## src/rtl/i2c_slave_ctl_pkg.sv

```systemverilog
// i2c_slave_ctl_pkg
// Shared definitions for the I2C target engine. It holds the slave FSM state
// encodings, the ACK/NACK bus levels and the address compare helper.
package i2c_slave_ctl_pkg;

    // Slave FSM state encodings
    localparam logic [3:0] S_IDLE     = 4'd0;
    localparam logic [3:0] S_ADDR     = 4'd1;
    localparam logic [3:0] S_ADDR_ACK = 4'd2;
    localparam logic [3:0] S_RX       = 4'd3;
    localparam logic [3:0] S_RX_ACK   = 4'd4;
    localparam logic [3:0] S_TX_LOAD  = 4'd5;
    localparam logic [3:0] S_TX_WAIT  = 4'd6;
    localparam logic [3:0] S_TX       = 4'd7;
    localparam logic [3:0] S_TX_ACK   = 4'd8;
    localparam logic [3:0] S_IGNORE   = 4'd9;

    // Level on SDA during the acknowledge slot
    localparam logic BIT_ACK  = 1'b0;
    localparam logic BIT_NACK = 1'b1;

    // The upper seven bits of the first byte carry the target address
    function automatic logic addr_match(input logic [7:0] first_byte, input logic [6:0] own_addr);
        return first_byte[7:1] == own_addr;
    endfunction

endpackage

```

## src/rtl/i2c_slave_ctl_line_filter.sv

```systemverilog
// i2c_line_filter
// Brings one I2C pad into the system clock domain and removes short glitches.
// The filtered level only changes after FILT_LEN consecutive equal
// synchronised samples; rise/fall pulses coincide with the level change.
// Pad change to level/pulse latency is 2+FILT_LEN clocks.
// Ports:
//   clk_i   : system clock
//   rst_i   : synchronous active-high reset (level presets to 1)
//   pad_i   : raw pad input
//   level_o : filtered level
//   rise_o  : 1-cycle pulse when level_o goes 0->1
//   fall_o  : 1-cycle pulse when level_o goes 1->0
module i2c_line_filter #(
    parameter int FILT_LEN = 3
) (
    input  logic clk_i,
    input  logic rst_i,
    input  logic pad_i,
    output logic level_o,
    output logic rise_o,
    output logic fall_o
);

    // sync_q is the first synchroniser flop; win_q[0] doubles as the second
    // flop, so the window holds FILT_LEN synchronised samples.
    logic                sync_q;
    logic [FILT_LEN-1:0] win_q, win_d;
    logic                level_q, level_d;
    logic                rise_q, fall_q;

    always_comb begin
        win_d[0] = sync_q;
        for (int i = 1; i < FILT_LEN; i++) begin
            win_d[i] = win_q[i-1];
        end
        level_d = level_q;
        if (&win_q) begin
            level_d = 1'b1;
        end else if (~|win_q) begin
            level_d = 1'b0;
        end
    end

    always_ff @(posedge clk_i) begin
        if (rst_i) begin
            sync_q  <= 1'b1;
            win_q   <= '1;
            level_q <= 1'b1;
            rise_q  <= 1'b0;
            fall_q  <= 1'b0;
        end else begin
            sync_q  <= pad_i;
            win_q   <= win_d;
            level_q <= level_d;
            rise_q  <= level_d & ~level_q;
            fall_q  <= ~level_d & level_q;
        end
    end

    assign level_o = level_q;
    assign rise_o  = rise_q;
    assign fall_o  = fall_q;

endmodule

```

## src/rtl/i2c_slave_ctl.sv

```systemverilog
// i2c_slave_ctl
// I2C target engine. Filters SCL/SDA, detects START/STOP, matches a 7-bit
// address and moves bytes between the bus and a local rx/tx interface.
// The bus is driven open-drain through output enables only (0 = pull low).
// Ports:
//   i_sysclk, i_reset      : clock, synchronous active-high reset
//   i_enable               : 0 = FSM idle, both lines released
//   i_addr                 : own 7-bit address
//   i_scl/o_scl_oen        : SCL pad in, SCL enable (0 = stretch)
//   i_sda/o_sda_oen        : SDA pad in, SDA enable (0 = drive low)
//   o_rx_data/o_rx_valid   : received byte and its 1-cycle strobe
//   i_rx_nack              : 1 = NACK the byte just received
//   i_tx_data/i_tx_valid   : next byte for a master read
//   o_tx_ready             : 1-cycle pulse when i_tx_data was taken
//   o_addressed, o_rw      : address matched flag and its R/W bit
//   o_start, o_stop, o_busy: bus event pulses and bus-busy flag
// Handshake: o_rx_valid is a strobe with no back-pressure; a tx byte is taken
// while i_tx_valid is high in a load slot, and o_tx_ready pulses once for it.
module i2c_slave_ctl
    import i2c_slave_ctl_pkg::*;
#(
    parameter int FILT_LEN = 3
) (
    input  logic       i_sysclk,
    input  logic       i_reset,
    input  logic       i_enable,
    input  logic [6:0] i_addr,
    input  logic       i_scl,
    output logic       o_scl_oen,
    input  logic       i_sda,
    output logic       o_sda_oen,
    output logic [7:0] o_rx_data,
    output logic       o_rx_valid,
    input  logic       i_rx_nack,
    input  logic [7:0] i_tx_data,
    input  logic       i_tx_valid,
    output logic       o_tx_ready,
    output logic       o_addressed,
    output logic       o_rw,
    output logic       o_start,
    output logic       o_stop,
    output logic       o_busy
);

    logic scl_lvl, scl_rise, scl_fall;
    logic sda_lvl, sda_rise, sda_fall;

    i2c_line_filter #(.FILT_LEN(FILT_LEN)) u_scl_filt (
        .clk_i(i_sysclk), .rst_i(i_reset), .pad_i(i_scl),
        .level_o(scl_lvl), .rise_o(scl_rise), .fall_o(scl_fall)
    );

    i2c_line_filter #(.FILT_LEN(FILT_LEN)) u_sda_filt (
        .clk_i(i_sysclk), .rst_i(i_reset), .pad_i(i_sda),
        .level_o(sda_lvl), .rise_o(sda_rise), .fall_o(sda_fall)
    );

    logic [3:0] state_q, state_d;
    logic [2:0] bit_cnt_q, bit_cnt_d;
    logic [7:0] shift_q, shift_d;
    logic       phase_q, phase_d;   // 0: ACK slot not yet driven, 1: release on next fall
    logic       nack_q, nack_d;
    logic       sda_oen_q, sda_oen_d;
    logic       scl_oen_q, scl_oen_d;
    logic       addressed_q, addressed_d;
    logic       rw_q, rw_d;
    logic [7:0] rx_data_q, rx_data_d;
    logic       rx_valid_q, rx_valid_d;
    logic       tx_ready_q, tx_ready_d;
    logic       start_q, start_d;
    logic       stop_q, stop_d;
    logic       busy_q, busy_d;

    logic       start_det, stop_det;
    logic       tx_eval, tx_load;
    logic [7:0] rx_byte;

    assign start_det = sda_fall & scl_lvl;
    assign stop_det  = sda_rise & scl_lvl;
    assign rx_byte   = {shift_q[6:0], sda_lvl};

    always_comb begin
        state_d     = state_q;
        bit_cnt_d   = bit_cnt_q;
        shift_d     = shift_q;
        phase_d     = phase_q;
        nack_d      = nack_q;
        sda_oen_d   = sda_oen_q;
        scl_oen_d   = scl_oen_q;
        addressed_d = addressed_q;
        rw_d        = rw_q;
        rx_data_d   = rx_data_q;
        rx_valid_d  = 1'b0;
        tx_ready_d  = 1'b0;
        start_d     = start_det;
        stop_d      = stop_det;
        busy_d      = busy_q;
        tx_eval     = 1'b0;
        tx_load     = 1'b0;

        // Bus busy follows bus events even while the engine is disabled
        if (start_det) begin
            busy_d = 1'b1;
        end else if (stop_det) begin
            busy_d = 1'b0;
        end

        if (!i_enable) begin
            state_d     = S_IDLE;
            sda_oen_d   = 1'b1;
            scl_oen_d   = 1'b1;
            addressed_d = 1'b0;
            phase_d     = 1'b0;
        end else if (start_det) begin
            // START also overrides a rising-edge sample in the same cycle
            state_d     = S_ADDR;
            bit_cnt_d   = 3'd0;
            addressed_d = 1'b0;
            sda_oen_d   = 1'b1;
            scl_oen_d   = 1'b1;
            phase_d     = 1'b0;
        end else if (stop_det) begin
            state_d     = S_IDLE;
            addressed_d = 1'b0;
            sda_oen_d   = 1'b1;
            scl_oen_d   = 1'b1;
            phase_d     = 1'b0;
        end else begin
            case (state_q)
                S_ADDR: if (scl_rise) begin
                    shift_d   = rx_byte;
                    bit_cnt_d = bit_cnt_q + 3'd1;
                    if (bit_cnt_q == 3'd7) begin
                        if (addr_match(rx_byte, i_addr)) begin
                            rw_d    = rx_byte[0];
                            phase_d = 1'b0;
                            state_d = S_ADDR_ACK;
                        end else begin
                            state_d = S_IGNORE;
                        end
                    end
                end
                S_ADDR_ACK: if (scl_fall) begin
                    if (!phase_q) begin
                        sda_oen_d   = BIT_ACK;
                        addressed_d = 1'b1;
                        phase_d     = 1'b1;
                    end else begin
                        sda_oen_d = 1'b1;
                        phase_d   = 1'b0;
                        bit_cnt_d = 3'd0;
                        if (rw_q) begin
                            tx_eval = 1'b1;
                        end else begin
                            state_d = S_RX;
                        end
                    end
                end
                S_RX: if (scl_rise) begin
                    shift_d   = rx_byte;
                    bit_cnt_d = bit_cnt_q + 3'd1;
                    if (bit_cnt_q == 3'd7) begin
                        rx_data_d  = rx_byte;
                        rx_valid_d = 1'b1;
                        phase_d    = 1'b0;
                        state_d    = S_RX_ACK;
                    end
                end
                S_RX_ACK: if (scl_fall) begin
                    if (!phase_q) begin
                        sda_oen_d = i_rx_nack;
                        nack_d    = i_rx_nack;
                        phase_d   = 1'b1;
                    end else begin
                        sda_oen_d = 1'b1;
                        phase_d   = 1'b0;
                        bit_cnt_d = 3'd0;
                        state_d   = (nack_q == BIT_NACK) ? S_IGNORE : S_RX;
                    end
                end
                S_TX_LOAD: if (scl_fall) begin
                    tx_eval = 1'b1;
                end
                S_TX_WAIT: if (i_tx_valid) begin
                    // SCL stays held this cycle; S_TX releases it next cycle
                    tx_load = 1'b1;
                end
                S_TX: begin
                    scl_oen_d = 1'b1;
                    if (scl_fall) begin
                        if (bit_cnt_q == 3'd7) begin
                            sda_oen_d = 1'b1;
                            bit_cnt_d = 3'd0;
                            state_d   = S_TX_ACK;
                        end else begin
                            sda_oen_d = shift_q[6];
                            shift_d   = {shift_q[6:0], 1'b0};
                            bit_cnt_d = bit_cnt_q + 3'd1;
                        end
                    end
                end
                S_TX_ACK: if (scl_rise) begin
                    state_d = (sda_lvl == BIT_ACK) ? S_TX_LOAD : S_IGNORE;
                end
                S_IDLE, S_IGNORE: begin
                    sda_oen_d = 1'b1;
                    scl_oen_d = 1'b1;
                end
                default: begin
                    state_d   = S_IDLE;
                    sda_oen_d = 1'b1;
                    scl_oen_d = 1'b1;
                end
            endcase
        end

        // Load slot: take the byte now or stretch SCL until it arrives
        if (tx_eval) begin
            if (i_tx_valid) begin
                tx_load = 1'b1;
            end else begin
                scl_oen_d = 1'b0;
                state_d   = S_TX_WAIT;
            end
        end
        if (tx_load) begin
            shift_d    = i_tx_data;
            tx_ready_d = 1'b1;
            sda_oen_d  = i_tx_data[7];
            bit_cnt_d  = 3'd0;
            state_d    = S_TX;
        end
    end

    always_ff @(posedge i_sysclk) begin
        if (i_reset) begin
            state_q     <= S_IDLE;
            bit_cnt_q   <= 3'd0;
            shift_q     <= 8'h00;
            phase_q     <= 1'b0;
            nack_q      <= 1'b0;
            sda_oen_q   <= 1'b1;
            scl_oen_q   <= 1'b1;
            addressed_q <= 1'b0;
            rw_q        <= 1'b0;
            rx_data_q   <= 8'h00;
            rx_valid_q  <= 1'b0;
            tx_ready_q  <= 1'b0;
            start_q     <= 1'b0;
            stop_q      <= 1'b0;
            busy_q      <= 1'b0;
        end else begin
            state_q     <= state_d;
            bit_cnt_q   <= bit_cnt_d;
            shift_q     <= shift_d;
            phase_q     <= phase_d;
            nack_q      <= nack_d;
            sda_oen_q   <= sda_oen_d;
            scl_oen_q   <= scl_oen_d;
            addressed_q <= addressed_d;
            rw_q        <= rw_d;
            rx_data_q   <= rx_data_d;
            rx_valid_q  <= rx_valid_d;
            tx_ready_q  <= tx_ready_d;
            start_q     <= start_d;
            stop_q      <= stop_d;
            busy_q      <= busy_d;
        end
    end

    assign o_scl_oen   = scl_oen_q;
    assign o_sda_oen   = sda_oen_q;
    assign o_rx_data   = rx_data_q;
    assign o_rx_valid  = rx_valid_q;
    assign o_tx_ready  = tx_ready_q;
    assign o_addressed = addressed_q;
    assign o_rw        = rw_q;
    assign o_start     = start_q;
    assign o_stop      = stop_q;
    assign o_busy      = busy_q;

endmodule

```

## config.mk

```make
export PLATFORM = sky130hd
export DESIGN_NAME = i2c_slave_ctl
export DESIGN_NICKNAME = d
export VERILOG_FILES = /design/src/rtl/i2c_slave_ctl_pkg.sv /design/src/rtl/i2c_slave_ctl_line_filter.sv /design/src/rtl/i2c_slave_ctl.sv
export SDC_FILE = /design/constraint.sdc
export NUM_CORES = 1
export LEC_CHECK = 0
export ABC_AREA = 1
export ABC_CLOCK_PERIOD_IN_PS = 2200
export CORE_ASPECT_RATIO = 1.5
export CORE_MARGIN = 3
export CORE_UTILIZATION = 30
export CTS_CLUSTER_DIAMETER = 120
export DETAILED_ROUTE_END_ITERATION = 7
export PLACE_DENSITY = 0.58
export SLEW_MARGIN = 0
export SYNTH_ARGS = -nofsm -noshare
export SYNTH_HDL_FRONTEND = slang
export SYNTH_SLANG_ARGS = --single-unit
```

## constraint.sdc

```tcl
create_clock -name i_sysclk -period 2.2 [get_ports i_sysclk]
set_clock_uncertainty 0.1 [all_clocks]
set_input_delay 0.22 -clock i_sysclk [delete_from_list [all_inputs] [get_ports i_sysclk]]
set_output_delay 0.22 -clock i_sysclk [all_outputs]
set_load 0.05 [all_outputs]
```

==> results of run 1 <==
-- cells in the mapped netlist (all sizes together) (2+ instances only) --
cell type  number
nand2         110
nor2           60
dfxtp          47
inv            44
o21ai          27
a21oi          19
nand3          14
nand4           9
nor3            7
a31oi           5
or2             5
buf             4
clkbuf          3
ha              2
o211ai          2
o22ai           2
-- where the power goes --
part	leakage (nW)	switching [mW]	internal (mW)
sequential	0.380	0.00177	0.856
clock	0.0731	0.333	0.454
combinational	1.00	0.0391	0.0476
total	1.45	0.374	1.36
-- cells by family (layout without fill, tap and decap cells) --
family / Yosys count / in the layout / share of synthesized area
buffers and inverters: 51 / 101 / 0.0881
xor gates and xnor gates: 1 / 1 / 0.00365
AOI/OAI and AO/OA: 57 / 57 / 0.127
DFF: 47 / 47 / 0.392
adders and majority gates: 2 / 2 / 0.0104
and+or+nand+nor: 209 / 209 / 0.379
-- worst max-delay path, cell delays in order, from the launching register on --
cell     delay [ns]
dfxtp_1        0.50
inv_1          0.15
nand2_1        0.12
nor2_1         0.08
nor2_1         0.24
nand2_1        0.12
a21oi_1        0.21
nand2_1        0.07
and2_1         0.15
nor2_1         0.09
-- metal layers --
metal | global-route usage | routed length (microns)
met4 | 0.0929 | 309
met2 | 0.300 | 3580
met1 | 0.172 | 2840
met5 | 0 | 0
met3 | 0.0311 | 280
-- layout by cell type, fill, tap and decap left out, types with 2 or more instances in the layout --
master,n
nand2_1,106
nor2_1,51
dfxtp_1,47
inv_1,41
clkdlybuf4s50_1,38
o21ai_0,25
a21oi_1,19
nand3_1,13
buf_4,11
nand4_1,9
nor2_2,7
nor3_1,7
a31oi_1,5
clkbuf_16,5
or2_2,4
nand2_2,3
inv_2,3
nor2_4,2
o211ai_1,2
o22ai_1,2
o21ai_1,2
ha_1,2
-- registers in the layout (all words and copies together) (netlist names), 3 cells and up --
signal,count
u_scl_filt.win_q,3
state_q,4
shift_q,7
u_sda_filt.win_q,3
o_rx_data,8
bit_cnt_q,3
-- path summary, 6_finish.rpt --
| path | from | endpoint | slack [ns] | cells after the start |
|---|---|---|---|---|
| setup / recovery | state_q[0]$_SDFF_PP0_ | bit_cnt_q[0]$_SDFFE_PP0P_ | 0.30 | 9 |
| hold / removal | u_scl_filt.sync_q$_SDFF_PP1_ | u_scl_filt.win_q[0]$_SDFF_PP1_ | 0.31 | 1 |
| setup reg to reg | state_q[0]$_SDFF_PP0_ | bit_cnt_q[0]$_SDFFE_PP0P_ | 0.30 | 9 |
| hold reg to reg | u_scl_filt.sync_q$_SDFF_PP1_ | u_scl_filt.win_q[0]$_SDFF_PP1_ | 0.31 | 1 |
-- area by class of cell --
class                           instances  area (sq um)
Clock inverter                          2          16.3
Clock buffer                            6           139
Tap cell                              102           128
Sequential cell                        47           941
Timing Repair Buffer                   49           463
Inverter                               44           165
Multi-Input combinational cell        269          1250
Fill cell                             841          4610
==> summary.txt, run 1 <==
Die
  – IO Count: 39
  – Core area: 7710 sq um
  – DIE WIDTH: 79.0 microns
  – Initial Utilization: 0.311
  – Die area: 9140 sq um
  – Die Span Y: 116 microns
  – # rows: 39

STA
  – Final period util: 0.862
  – PnR worst setup slack: 0.303 ns
  – Final Hold Viols: 0
  – F_max: 527 MHz
  – Min Hold Slack: 0.307 ns
  – Max-slew violation count: 0
  – Final TNS setup: 0 ns
  – Setup violators final: 0
  – Tmin final: 1.90 ns
  – Worst Max-Slew Pin Slew: 0.518 ns
  – Unrepaired setup endpoints after global routing: no
  – Slew Limit Headroom: 0.654

Placed design
  – Placement Cell Area: 2950 sq um
  – Dpl cells: 511
  – Pre-CTS WS: 0.125 ns
  – Detailed Place HPWL: 5.53 mm
  – I/O Buffers: 38
  – Routability congestion estimate: 0.920

Global route
  – Vias in the first global route: 2456
  – Gr usage total: 0.164
  – Initial antenna violation count: 0
  – Largest net degree at the start of global routing: 23
  – First-pass GRT wire length: 11.7 mm
  – GRT overflow: 0

Clocking
  – Clk sinks: 47
  – CTS root buf: clkbuf_16
  – H-tree depth: 2
  – Post-CTS setup buffers: 0
  – Hold_buf cts: 0
  – Reg clk slew, reported paths: 0.07 ns
  – Deepest clock path buffer count: 2
  – CTS tree: yes
  – TritonCTS buffer count: 5
  – Resize count post-CTS: 0
  – Clock latency at the later pin of the worst-skew pair: 0.29 ns

Setup path
  – CP Class: register to register
  – Worst path arrival time: 2.03 ns
  – Max FO, Critical Path: 7
  – CP Capture Type: register
  – Worst EP required: 2.33 ns
  – CP startpoint kind: register

Routing
  – DRT antenna net count: 0
  – Final wirelength: 7.01 mm
  – Pre-Repair DR Iteration Count: 4
  – Routed len/inst: 13.5 microns
  – # DRC: 0
  – Via Count: 2488
  – Initial DRC Count: 145
  – Via-to-Cell Ratio: 4.79

Synthesis
  – Flops & latches, synth: 47
  – Cell taking the most area after synthesis: dfxtp_1
  – Synth async-reset ratio: 0
  – Synth Flop Type: dfxtp_1
  – Synth area leaders: dfxtp_1, nand2_1, nor2_1, inv_1, o21ai_0
  – Synthesized net count: 391
  – Post-synthesis cell type count: 33
  – EDFF count, synth: 0
  – Register area share after synthesis: 0.392
  – Cell Area, Synth: 2400 sq um
  – Synth Area per Inst: 6.54 sq um
  – Ys Warns: 0
  – Synth Instances: 367
  – Area share of the largest cell type after synthesis: 0.392

Cells and area
  – Fin cells: 519
  – Area delta synth->final: 29.1%
  – Post-route design area: 3100 sq um
  – Final net count: 440
  – Share of layout cells above drive strength 1: 0.0959
  – Layout Utilization: 0.402
  – Diode count: 0

Power and ir drop
  – PD cells: 558 nW/um^2
  – Max VDD drop: 395 uV
  – P_leak: 1.45 nW
  – Overall power: 1.73 mW

Run
  – Max-cap violations: 0

Outcome
  – Status: completed

Worst hold path
  – Worst hold path class: register to register
(Power assumes the default switching activity.)
==> run 2: changes to the inputs <==
CTS_BUF_LIST = sky130_fd_sc_hd__clkbuf_4   (was not set)
==> run 2 against run 1 <==
Die area unchanged. Clock power decreased by 47%. Sequential share of layout area is 0.99 points higher. Fmax decreased by 3.4%. Critical path depth is 8 lower. Global-route usage fell by 0.23 points. Design area down 3.1%. Power decreased by 21%. Flip-flop and latch count unchanged.
==> summary.txt, run 2 (same netlist as run 1, synthesis figures left out) <==
Cells and area
  – FF/Latch Area: 941 sq um (unchanged)
  – Most common cell after layout, fill and taps aside: nand2_1
  – Max FFs per register: 8 (unchanged)
  – Diode count: 0 (unchanged)
  – Fillcell total: 851 (+1.2%)
  – Area delta synth->final: 25.1%
  – Post-route design area: 3000 sq um (-3.1%)
  – Area occupied by multi-input gates: 1250 sq um (unchanged)
  – Share of layout cells above drive strength 1: 0.0935 (-0.00240)
  – Final net count: 440 (unchanged)
  – Most frequent cells in the layout: nand2_1, nor2_1, dfxtp_1

Routing
  – Initial DRC Count: 155 (+6.9%)
  – Wire length on met3: 368 microns (+31%)
  – Max Used Layer: met4
  – Routed len/inst: 13.4 microns (-0.41%)
  – Pre-Repair DR Iteration Count: 4 (unchanged)
  – DRT antenna net count: 0 (unchanged)
  – Final wirelength: 6.98 mm (-0.41%)
  – Via-to-Cell Ratio: 4.83 (+0.80%)
  – M1 wire length: 2.71 mm (-4.4%)
  – Via Count: 2508 (+0.80%)
  – # DRC: 0 (unchanged)
  – Routed wl met2: 3.51 mm (-1.8%)

STA
  – Max-slew violation count: 0 (unchanged)
  – Tmin final: 1.96 ns (+0.0674 ns)
  – Final TNS setup: 0 ns (unchanged)
  – Slew Limit Headroom: 0.658 (+0.00370)
  – Min Hold Slack: 0.304 ns (-0.00242 ns)
  – PnR worst setup slack: 0.236 ns (-0.0674 ns)
  – Final period util: 0.893 (+0.0306)
  – Unrepaired setup endpoints after global routing: no
  – Final Hold Viols: 0 (unchanged)
  – Worst Max-Slew Pin Slew: 0.512 ns (-0.00553 ns)
  – F_max: 509 MHz (-3.4%)
  – Setup violators final: 0 (unchanged)

Setup path
  – CP startpoint kind: register
  – Delay-heaviest family, CP: buffers and inverters
  – Cell-by-cell trace of the critical path: clkdlybuf4s50_1
  – CP bufs+invs: 1 (unchanged)
  – Max stage delay on crit path: 0.83 ns (+0.33 ns)
  – Worst path arrival time: 1.64 ns (-0.39 ns)
  – Worst EP required: 1.88 ns (-0.45 ns)
  – Slowest cell on the critical path: clkdlybuf4s50_1
  – Max FO, Critical Path: 4 (-3)
  – CP Class: register to output port
  – CP Capture Type: output port

Power and ir drop
  – P_leak: 1.41 nW (-3.0%)
  – PD cells: 453 nW/um^2 (-19%)
  – Seq pwr share: 0.630 (+0.135)
  – Internal: 1.03 mW (-24%)
  – Switching Fraction: 0.246 (+0.0295)
  – Max VDD drop: 360 uV (-9.0%)
  – Psw: 0.334 mW (-11%)
  – Combinational power share: 0.064 (+0.014)
  – Clock power frac: 0.306 (-0.149)

Die
  – IO Count: 39 (unchanged)
  – DIE WIDTH: 79.0 microns (unchanged)
  – Initial Utilization: 0.311 (unchanged)
  – Die Span Y: 116 microns (unchanged)
  – # rows: 39 (unchanged)
  – Die area: 9140 sq um (unchanged)
  – Core area: 7710 sq um (unchanged)

Worst hold path
  – Worst hold path class: input pin to register

Clocking
  – Resize count post-CTS: 0 (unchanged)
  – CTS root buf: clkbuf_4
  – H-tree depth: 2 (unchanged)
  – Clock latency at the later pin of the worst-skew pair: 0.37 ns (+0.08 ns)
  – Hold_buf cts: 0 (unchanged)
  – Reg clk slew, reported paths: 0.14 ns (+0.07 ns)
  – CTS tree: yes
  – Post-CTS setup buffers: 0 (unchanged)
  – TritonCTS buffer count: 5 (unchanged)
  – Deepest clock path buffer count: 2 (unchanged)
  – Clk sinks: 47 (unchanged)

Placed design
  – Placement Cell Area: 2950 sq um (unchanged)
  – Routability congestion estimate: 0.920 (unchanged)
  – I/O Buffers: 38 (unchanged)
  – Detailed Place HPWL: 5.53 mm (unchanged)
  – Pre-CTS WS: 0.125 ns (unchanged)

Global route
  – Initial antenna violation count: 0 (unchanged)
  – Vias in the first global route: 2424 (-1.3%)
  – Gr usage total: 0.161 (-0.00226)
  – Largest net degree at the start of global routing: 23 (unchanged)
  – GRT overflow: 0 (unchanged)
  – First-pass GRT wire length: 11.5 mm (-1.2%)

Run
  – Max-cap violations: 0 (unchanged)

Outcome
  – Status: completed
run 2: cell count changes in the layout (fill, tap and decap cells not counted), sizes merged:
| cell | before | now |
|---|---|---|
| clkbuf | 6 | 5 |
| clkinv | 1 | 2 |
run 2: metrics by stage:
step | cells | utilization | total power, mW
2_1_floorplan | 367 | - | 0.908
3_3_place_gp | 511 | 0.382 | 0.964
3_5_place_dp | 511 | 0.382 | 0.964
4_1_cts | 519 | 0.389 | 1.38
5_1_grt | 519 | 0.389 | 1.43
6_report | 519 | 0.389 | 1.36
run 2: power groups by stage:
stage | registers, mW | logic [mW] | clock network, mW
finish | 0.858 | 0.0870 | 0.416
global route | 0.859 | 0.0955 | 0.472
CTS | 0.858 | 0.0878 | 0.437
detailed placement | 0.877 | 0.0873 | 0
global placement | 0.877 | 0.0873 | 0
floorplan | 0.876 | 0.0313 | 0
run 2: routing by layer:
metal	GRT usage	vias up
met3	0.0303	26
li1	-	1267
met5	0	-
met2	0.297	78
met1	0.171	1137
met4	0.0894	0
run 2: final timing paths:
kind	slack, ns	to	cells after the start	from
hold reg to reg	0.31	u_scl_filt.win_q[0]$_SDFF_PP1_	1	u_scl_filt.sync_q$_SDFF_PP1_
hold / removal	0.30	u_scl_filt.sync_q$_SDFF_PP1_	2	i_scl
setup / recovery	0.24	o_rw	1	o_rw$_SDFFE_PP0P_
setup reg to reg	0.27	bit_cnt_q[0]$_SDFFE_PP0P_	9	state_q[0]$_SDFF_PP0_
run 2: cell type report:
type / count / area share
multi-input cells: 269 / 0.416
repair buffers: 49 / 0.154
clock buffers: 5 / 0.0125
clock inverters: 3 / 0.00667
inverters: 44 / 0.0550
flip-flops and latches: 47 / 0.313
well taps: 102 / 0.0425
==> run 3: changes to the inputs <==
SYNTH_HIERARCHICAL = 1   (was not set)
==> run 3 against run 2 <==
Core utilization grew 0.12 points. Clock power grew 1%. Setup slack lost 0.017 ns. Die area down 0.73%. Combinational power rose by 8.0%. Via count down 5.1%. Sequential share of layout area rose by 0.10 points. Routed wire length fell by 5.3%. Non-clock buffer count fell by 3. Synthesized cell count down 1.9%. Design area down 0.33%. Cell count fell by 1.2%. Critical endpoint unchanged.
==> summary.txt, run 3 <==
Die
  – Core area: 7660 sq um (-0.63%)
  – # rows: 39 (unchanged)
  – Die Span Y: 115 microns (-0.37%)
  – Initial Utilization: 0.311 (-0.000466)
  – IO Count: 39 (unchanged)
  – Die area: 9070 sq um (-0.73%)
  – DIE WIDTH: 78.8 microns (-0.36%)

Synthesis
  – Synth Flop Type: dfxtp_1
  – Synthesized net count: 384 (-1.8%)
  – Synth async-reset ratio: 0 (unchanged)
  – Top-count cell post-synth: nand2_1
  – Cell Area, Synth: 2380 sq um (-0.78%)
  – Synth area leaders: dfxtp_1, nand2_1, inv_1, nor2_1, o21ai_0
  – Cell taking the most area after synthesis: dfxtp_1
  – Synth Instances: 360 (-1.9%)
  – Area share of the largest cell type after synthesis: 0.395 (+0.00309)
  – Post-synthesis cell type count: 32 (-3.0%)
  – Top cells by count, synth: nand2_1, inv_1, dfxtp_1
  – Register area share after synthesis: 0.395 (+0.00309)
  – EDFF count, synth: 0 (unchanged)
  – Flops & latches, synth: 47 (unchanged)
  – Synth Area per Inst: 6.62 sq um (+1.1%)
  – Ys Warns: 6 (+6)

Power and ir drop
  – Switching Fraction: 0.252 (+0.00677)
  – Combinational power share: 0.068 (+0.004)
  – P_leak: 1.34 nW (-4.8%)
  – Seq pwr share: 0.625 (-0.005)
  – Max VDD drop: 302 uV (-16%)
  – Clock power frac: 0.307 (about the same)
  – Internal: 1.03 mW (about the same)
  – Psw: 0.347 mW (+3.8%)
  – Overall power: 1.37 mW (+0.97%)
  – PD cells: 459 nW/um^2 (+1.3%)

STA
  – Tmin final: 1.98 ns (+0.0167 ns)
  – Worst Max-Slew Pin Slew: 0.504 ns (-0.00818 ns)
  – Max-slew violation count: 0 (unchanged)
  – F_max: 505 MHz (-0.85%)
  – Setup violators final: 0 (unchanged)
  – Slew Limit Headroom: 0.663 (+0.00547)
  – Min Hold Slack: 0.289 ns (-0.0149 ns)
  – Final period util: 0.901 (+0.00761)
  – Final TNS setup: 0 ns (unchanged)
  – Final Hold Viols: 0 (unchanged)
  – Unrepaired setup endpoints after global routing: no

Setup path
  – Crit. Startpoint: o_rw$_SDFFE_PP0P_
  – CP Capture Type: output port
  – Max FO, Critical Path: 4 (unchanged)
  – CP Class: register to output port
  – R2R setup slack: 0.31 ns (+0.04 ns)
  – CP bufs+invs: 1 (unchanged)
  – Slowest cell on the critical path: clkdlybuf4s50_1
  – Worst EP required: 1.88 ns (about the same)
  – Reg2reg start: bit_cnt_q[0]$_SDFFE_PP0P_
  – Worst path arrival time: 1.66 ns (+0.02 ns)
  – CP startpoint kind: register
  – Cell-by-cell trace of the critical path: clkdlybuf4s50_1
  – R2r worst-path depth: 12 (+3)
  – R2r endpoint: state_q[0]$_SDFF_PP0_
  – Delay-heaviest family, CP: buffers and inverters
  – Max stage delay on crit path: 0.83 ns (about the same)

Cells and area
  – Final net count: 434 (-1.4%)
  – Most frequent cells in the layout: nand2_1, inv_1, dfxtp_1
  – Diode count: 0 (unchanged)
  – FF/Latch Area: 941 sq um (unchanged)
  – Layout Utilization: 0.391 (+0.00117)
  – Share of layout cells above drive strength 1: 0.0827 (-0.0108)
  – Fillcell total: 861 (+1.2%)
  – Area delta synth->final: 25.6%
  – Post-route design area: 2990 sq um (-0.33%)
  – Max FFs per register: 8 (unchanged)
  – Most common cell after layout, fill and taps aside: nand2_1
  – Area occupied by multi-input gates: 1220 sq um (-2.6%)

Clocking
  – CTS tree: yes
  – Clk sinks: 47 (unchanged)
  – Reg clk slew, reported paths: 0.14 ns (about the same)
  – Resize count post-CTS: 0 (unchanged)
  – CTS root buf: clkbuf_4
  – H-tree depth: 2 (unchanged)
  – Deepest clock path buffer count: 2 (unchanged)
  – Clock latency at the later pin of the worst-skew pair: 0.39 ns (+0.02 ns)
  – Hold_buf cts: 0 (unchanged)
  – Post-CTS setup buffers: 0 (unchanged)
  – TritonCTS buffer count: 5 (unchanged)

Global route
  – Vias in the first global route: 2354 (-2.9%)
  – Gr usage total: 0.155 (-0.00665)
  – First-pass GRT wire length: 11.0 mm (-4.8%)
  – GRT overflow: 0 (unchanged)
  – Initial antenna violation count: 0 (unchanged)
  – Largest net degree at the start of global routing: 17 (-26%)

Routing
  – Final wirelength: 6.61 mm (-5.3%)
  – # DRC: 0 (unchanged)
  – Routed len/inst: 12.9 microns (-4.2%)
  – Initial DRC Count: 121 (-22%)
  – DRT antenna net count: 0 (unchanged)
  – Via Count: 2380 (-5.1%)
  – Pre-Repair DR Iteration Count: 4 (unchanged)
  – Via-to-Cell Ratio: 4.64 (-4.0%)

Placed design
  – Detailed Place HPWL: 5.25 mm (-5.0%)
  – I/O Buffers: 38 (unchanged)
  – Placement Cell Area: 2940 sq um (-0.34%)
  – Routability congestion estimate: 0.875 (-4.9%)

Worst hold path
  – Worst hold path class: input pin to register
  – Worst hold path endpoint: u_sda_filt/sync_q$_SDFF_PP1_
  – Worst hold path depth: 2 (unchanged)
  – Worst hold start: i_sda

Outcome
  – Status: completed

Run
  – Max-cap violations: 0 (unchanged)
-- run 3: changes by cell type after synthesis, moves of 6 or more --
cell     before  now
or2_1         1    7
nor2_1       51   45
nand2_1     106   94
nand4_1       9    2
nor3_1        7   13
inv_1        41   49
-- run 3: cells by family after synthesis --
family,count (synthesis),synth area share
mux,1,0.00420
flops,47,0.395
buf+inv,59,0.0945
simple gates,192,0.358
fa+ha+maj,2,0.0105
compound gates,59,0.138
-- run 3: per-stage QoR --
| step | setup WS, ns | cells |
|---|---|---|
| 6_report | 0.219 | 513 |
| 5_1_grt | 0.0977 | 513 |
| 4_1_cts | 0.196 | 513 |
| 3_5_place_dp | 0.224 | 505 |
| 3_3_place_gp | 0.202 | 505 |
| 2_1_floorplan | 0.560 | 360 |
-- run 3: layout make-up --
cell class | count | share of cell area
Multi-Input combinational cell | 254 | 0.406
Sequential cell | 47 | 0.314
Timing Repair Buffer | 46 | 0.147
Inverter | 56 | 0.0702
Tap cell | 102 | 0.0426
Clock buffer | 5 | 0.0125
Clock inverter | 3 | 0.00669
-- run 3: layer usage --
layer | GRT usage | vias to the layer above | wire length [microns]
met4 | 0.0735 | 0 | 242
li1 | - | 1240 | -
met3 | 0.0321 | 15 | 313
met1 | 0.164 | 1064 | 2580
met2 | 0.288 | 61 | 3470
met5 | 0 | - | 0
-- run 3: worst max-delay path by stage --
stage                                           end  cells past startpoint
after floorplan           o_rx_data[6]$_SDFFE_PP0P_                      9
after global placement         o_scl_oen$_SDFF_PP1_                      7
after detailed placement       o_scl_oen$_SDFF_PP1_                      7
after CTS                                      o_rw                      1
after global routing          state_q[0]$_SDFF_PP0_                     12
final                                          o_rw                      1
-- run 3: power by group through the flow --
stage,sequential (mW),clock [mW],combinational [mW]
final,0.859,0.422,0.0940
after global routing,0.860,0.475,0.106
after CTS,0.859,0.438,0.0957
after detailed placement,0.877,0,0.0949
after global placement,0.877,0,0.0945
after floorplan,0.876,0,0.0357
